--- config.mk ---
export PLATFORM = sky130hd
export DESIGN_NAME = contador_cascada
export DESIGN_NICKNAME = d
export VERILOG_FILES = /design/src/rtl/contador_cascada_pkg.sv /design/src/rtl/contador_etapa.sv /design/src/rtl/contador_cascada.sv
export SDC_FILE = /design/constraint.sdc
export NUM_CORES = 1
export LEC_CHECK = 0
export ABC_CLOCK_PERIOD_IN_PS = 6080
export BUFFER_PORTS_ARGS = -buffer_cell sky130_fd_sc_hd__buf_4
export CAP_MARGIN = 10
export CORE_MARGIN = 5
export CORE_UTILIZATION = 30
export DETAILED_ROUTE_END_ITERATION = 6
export HOLD_SLACK_MARGIN = 0.12
export SYNTH_ARGS = -nofsm -noshare
export SYNTH_HDL_FRONTEND = slang
export SYNTH_SLANG_ARGS = --single-unit
export TNS_END_PERCENT = 20
--- constraint.sdc ---
create_clock -name clock -period 6.08 [get_ports clock]
set_input_delay 1.52 -clock clock [delete_from_list [all_inputs] [get_ports clock]]
set_output_delay 1.52 -clock clock [all_outputs]
set_load 0.02 [all_outputs]
--- src/rtl/contador_cascada_pkg.sv ---
// Shared helpers for the counter family: bit-width calculation, stage width
// and terminal value derivation from a count modulus.
package contador_cascada_pkg;

  // Number of bits needed to encode values 0 .. value-1 (ceil(log2(value))).
  function automatic int clogb2(input int value);
    int v;
    int bits;
    v    = value - 1;
    bits = 0;
    while (v > 0) begin
      bits = bits + 1;
      v    = v >> 1;
    end
    return bits;
  endfunction

  // Width of one stage counting modulo 'modulo'; at least one bit.
  function automatic int stage_width(input int modulo);
    int w;
    w = clogb2(modulo);
    return (w < 1) ? 1 : w;
  endfunction

  // Terminal value of a stage: top of range when counting up, zero when down.
  function automatic int terminal_value(input int modulo, input logic up);
    return up ? (modulo - 1) : 0;
  endfunction

endpackage

--- src/rtl/contador_etapa.sv ---
// One modulo-MODULO up/down stage with synchronous clear, clamped parallel
// load and a combinational terminal flag for the current direction.
module contador_etapa
  import contador_cascada_pkg::*;
#(
  parameter  int MODULO = 10,
  localparam int W      = stage_width(MODULO)
) (
  input  logic         clock,
  input  logic         reset,
  input  logic         paso,
  input  logic         up_down,
  input  logic         clear,
  input  logic         load,
  input  logic [W-1:0] dato,
  output logic [W-1:0] valor,
  output logic         fin_etapa
);

  localparam logic [W-1:0] MAX_VAL = W'(terminal_value(MODULO, 1'b1));
  localparam logic [W-1:0] MIN_VAL = W'(terminal_value(MODULO, 1'b0));

  logic [W-1:0] r_valor;
  logic [W-1:0] w_siguiente;

  // Terminal flag follows up_down immediately, no register in between.
  always_comb begin
    fin_etapa = up_down ? (r_valor == MAX_VAL) : (r_valor == MIN_VAL);
  end

  // Next value: clear beats load beats step beats hold; load saturates at MAX_VAL
  // so codes above MODULO-1 can never enter the register.
  always_comb begin
    w_siguiente = r_valor;
    if (clear) begin
      w_siguiente = '0;
    end else if (load) begin
      w_siguiente = (dato > MAX_VAL) ? MAX_VAL : dato;
    end else if (paso) begin
      if (up_down) begin
        w_siguiente = (r_valor == MAX_VAL) ? '0 : (r_valor + W'(1));
      end else begin
        w_siguiente = (r_valor == '0) ? MAX_VAL : (r_valor - W'(1));
      end
    end
  end

  // Stage register; reset clears it without waiting for a clock edge.
  always_ff @(posedge clock or posedge reset) begin
    if (reset) begin
      r_valor <= '0;
    end else begin
      r_valor <= w_siguiente;
    end
  end

  assign valor = r_valor;

endmodule

--- src/rtl/contador_cascada.sv ---
// Chain of NUM_ETAPAS modulo-MODULO up/down stages. A stage steps when enable
// is high and every lower stage is at its terminal value (same-cycle ripple).
module contador_cascada
  import contador_cascada_pkg::*;
#(
  parameter  int MODULO     = 10,
  parameter  int NUM_ETAPAS = 4,
  localparam int W          = stage_width(MODULO)
) (
  input  logic                  clock,
  input  logic                  reset,
  input  logic                  enable,
  input  logic                  up_down,
  input  logic                  clear,
  input  logic                  load,
  input  logic [NUM_ETAPAS*W-1:0] dato_carga,
  output logic [NUM_ETAPAS*W-1:0] cuenta,
  output logic [NUM_ETAPAS-1:0] fin_etapa,
  output logic                  fin_cuenta,
  output logic                  acarreo
);

  // w_paso[i] is the step request of stage i: enable ANDed with all lower flags.
  logic [NUM_ETAPAS-1:0] w_paso;
  logic [NUM_ETAPAS-1:0] w_fin;

  assign w_paso[0] = enable;

  genvar gi;
  generate
    for (gi = 0; gi < NUM_ETAPAS; gi++) begin : g_etapa
      if (gi > 0) begin : g_carry
        assign w_paso[gi] = w_paso[gi-1] & w_fin[gi-1];
      end

      contador_etapa #(
        .MODULO (MODULO)
      ) u_etapa (
        .clock     (clock),
        .reset     (reset),
        .paso      (w_paso[gi]),
        .up_down   (up_down),
        .clear     (clear),
        .load      (load),
        .dato      (dato_carga[gi*W +: W]),
        .valor     (cuenta[gi*W +: W]),
        .fin_etapa (w_fin[gi])
      );
    end
  endgenerate

  // Whole-chain terminal detect; acarreo lets a following block cascade.
  always_comb begin
    fin_etapa  = w_fin;
    fin_cuenta = &w_fin;
    acarreo    = fin_cuenta & enable;
  end

endmodule
==> results.json <==
{
  "outcome": "finished clean",
  "dieWidth_um": 85.9,
  "cts.sinks": 16,
  "cp_cell_sequence": "buf_4 -> or3_1 -> a211oi_1 -> and4_1 -> and2_1 -> buf_4",
  "rsz0062_at_grt": "no",
  "antenna_found_initial": 0,
  "synth_nets": 256,
  "initial_core_util_pct": 31.2,
  "post_drt_wl_per_cell_um": 15.2,
  "viasPerCell": 5.52,
  "pin_count": 44,
  "drt_drc_violations_left": 0,
  "drtPass1Iterations": 4,
  "nets": 281,
  "power.internal_w": 0.000219,
  "yosysMostFrequentCell": "nor2_1",
  "critical_path_required_ns": 4.56,
  "tightestPinTransition_ns": 0.705,
  "hold_depth": 2,
  "cts_tree": "built",
  "min_delay_worst_endpoint": "g_etapa[3].u_etapa.valor[1]$_DFFE_PP0P_",
  "p_per_area_nw_per_um2": 174,
  "place_ws_ns": 1.53,
  "drive_above_1_share_pct": 22.4,
  "p_leak_nw": 0.907,
  "syn_inst": 223,
  "hold_viol_final": 0,
  "p_sw_share_pct": 38.4,
  "power_frac_comb_pct": 38.2,
  "synth_edf_count": 0,
  "synth_cell_types": 53,
  "overflow": 0,
  "dieArea_sq_um": 7370,
  "regToRegStartpoint": "g_etapa[0].u_etapa.valor[0]$_DFFE_PP0P_",
  "post-cts-setup-buffers": 0,
  "path_clk_slew_ns": 0.07,
  "antenna_cells": 0,
  "grt_pass1_vias": 1636,
  "hold_buffers": 0,
  "switching_power_w": 0.000137,
  "ys_async_sr_fraction_pct": 100,
  "fmax_ghz": 0.220,
  "relSlewSlack_pct": 52.9,
  "grt_pass1_wl_um": 7920,
  "pwr-share-seq_pct": 37.9,
  "netlist_top_cells_area": "dfrtp_1 23%, ha_1 8.0%, nor2_1 4.6%",
  "wirelength_um": 4830,
  "synth_flop_cell": "dfrtp_1",
  "cp_slowest_cell": "or3_1",
  "min_period_over_period_pct": 74.6,
  "core_area_sq_um": 5540,
  "final-max-slew-violation-count": 0,
  "cp-end-kind": "primary output",
  "setup_viol": 0,
  "clock_skew_ns": 0.0100,
  "yosysSeqAreaShare_pct": 23.2,
  "root_buffer": "clkbuf_8",
  "hpwl_um": 3540,
  "path_delay_family": "simple AND/OR/NAND/NOR gates",
  "clkPwrFrac_pct": 23.9,
  "gp_congestion": 0.820,
  "crit_top_cell": "buf_4",
  "period_needed_ns": 4.54,
  "synth_top_area_share_pct": 23.2,
  "arrival_ns": 3.02,
  "yosysWarningCount": 0,
  "hold_ws_ns": 0.695,
  "start_kind": "input port",
  "grt_usage_pct": 13.3,
  "htree_num_levels": 1,
  "cap_violations": 0,
  "die_h_um": 85.9,
  "ant_nets": 0,
  "drt_iter0_markers": 218,
  "clk_latency_ns": 0.26,
  "synthTopCellsByCount": "21 x nor2_1, 17 x inv_1, 16 x dfrtp_1, 14 x a21oi_1, 14 x nand2_1",
  "grt_max_degree": 42,
  "synth-seq-cells": 16,
  "r2r_end": "g_etapa[3].u_etapa.valor[3]$_DFFE_PP0P_",
  "ctsResizeCount": 0,
  "rr_worst_depth": 7,
  "hp-class": "flop to flop",
  "synthesis.area_sq_um": 1730,
  "critPathBufInv": 2,
  "fin_ws_ns": 1.54,
  "clockBufferDepth": 2,
  "io_buffer_count": 43,
  "cpPeakStageDelay_ns": 0.36,
  "fp-row-count": 27,
  "path_max_fanout": 41,
  "vias": 1754,
  "peakVddDrop_mv": 0.112,
  "area_growth_pct": 18.7,
  "yosys.area.top_type": "dfrtp_1",
  "min_from": "g_etapa[3].u_etapa.valor[1]$_DFFE_PP0P_",
  "largest_reg_flops": 16,
  "syn_area_per_cell_sq_um": 7.74,
  "numCtsBuffers": 3,
  "rrSetupSlack_ns": 3.49,
  "fin_setup_tns_ns": 0,
  "critPathKind": "input port to primary output"
}
power groups by stage:
stage / clock, W / combinational (W) / sequential, W
after floorplan: 0 / 0.0000954 / 0.000135
after global placement: 0 / 0.000135 / 0.000136
after detailed placement: 0 / 0.000136 / 0.000137
after CTS: 0.0000889 / 0.000137 / 0.000135
after global routing: 0.0000920 / 0.000150 / 0.000137
final: 0.0000852 / 0.000136 / 0.000135
cells by family (layout without fill, tap and decap cells):
| group | after synthesis | in the layout | synth area share [%] |
|---|---|---|---|
| simple gates | 78 | 78 | 24.1 |
| compound gates | 69 | 69 | 28.6 |
| buf+inv | 40 | 63 | 11.3 |
| flops | 16 | 16 | 23.2 |
| fa+ha+maj | 11 | 11 | 7.97 |
| xor+xnor | 5 | 5 | 2.54 |
| mux | 4 | 4 | 2.32 |
stage by stage:
stage	power [W]	area, sq um	utilization (%)	std cells
6_report	0.000356	2050	37.0	318
5_1_grt	0.000379	2050	37.0	318
3_3_place_gp	0.000271	2010	36.2	315
4_1_cts	0.000360	2050	37.0	318
3_5_place_dp	0.000273	2010	36.2	315
2_1_floorplan	0.000230	1730	-	223
per-layer routing:
| layer | vias up | track usage [%] | routed length, um |
|---|---|---|---|
| met5 | - | 0 | 0 |
| met4 | 0 | 2.88 | 29 |
| met3 | 5 | 3.36 | 317 |
| met2 | 48 | 21.5 | 2340 |
| met1 | 845 | 17.7 | 2140 |
| li1 | 856 | - | - |
worst register-to-register path, cell delays in order (launching register included):
cell and delay (ns):
dfrtp_1 0.48, inv_1 0.12, ha_1 0.23, or4b_4 0.49
a21boi_2 0.48, nand3_1 0.24, mux2i_1 0.18, a211oi_1 0.28
cell usage in the layout (no fill, tap or decap), types with 3 or more instances in the layout:
cell type	count
buf_4	43
nor2_1	21
inv_1	17
dfrtp_1	16
nand2_1	14
a21oi_1	14
o21ai_0	11
ha_1	11
nand3_1	7
nor3_1	7
nand2b_1	6
xnor2_1	5
nand4b_1	4
mux2i_1	4
nor4_1	4
o211ai_1	3
a211o_1	3
a311o_1	3
a211oi_1	3
a31oi_1	3
a22oi_1	3
clkbuf_8	3
final cells by class:
cell class / instances / area, sq um
well taps: 72 / 90.1
fillers: 602 / 3490
repair buffers: 43 / 323
multi-input cells: 167 / 1130
inverters: 17 / 63.8
flip-flops and latches: 16 / 400
clock buffers: 3 / 41.3
worst max path at each step:
stage / start / to / slack (ns) / depth (start not counted)
finish: up_down / acarreo / 1.54 / 6
global placement: up_down / acarreo / 1.56 / 6
CTS: up_down / acarreo / 1.54 / 6
floorplan: up_down / acarreo / 1.80 / 4
detailed placement: up_down / acarreo / 1.53 / 6
global route: up_down / acarreo / 1.41 / 6
No activity file was read; power rests on OpenSTA's default activity.
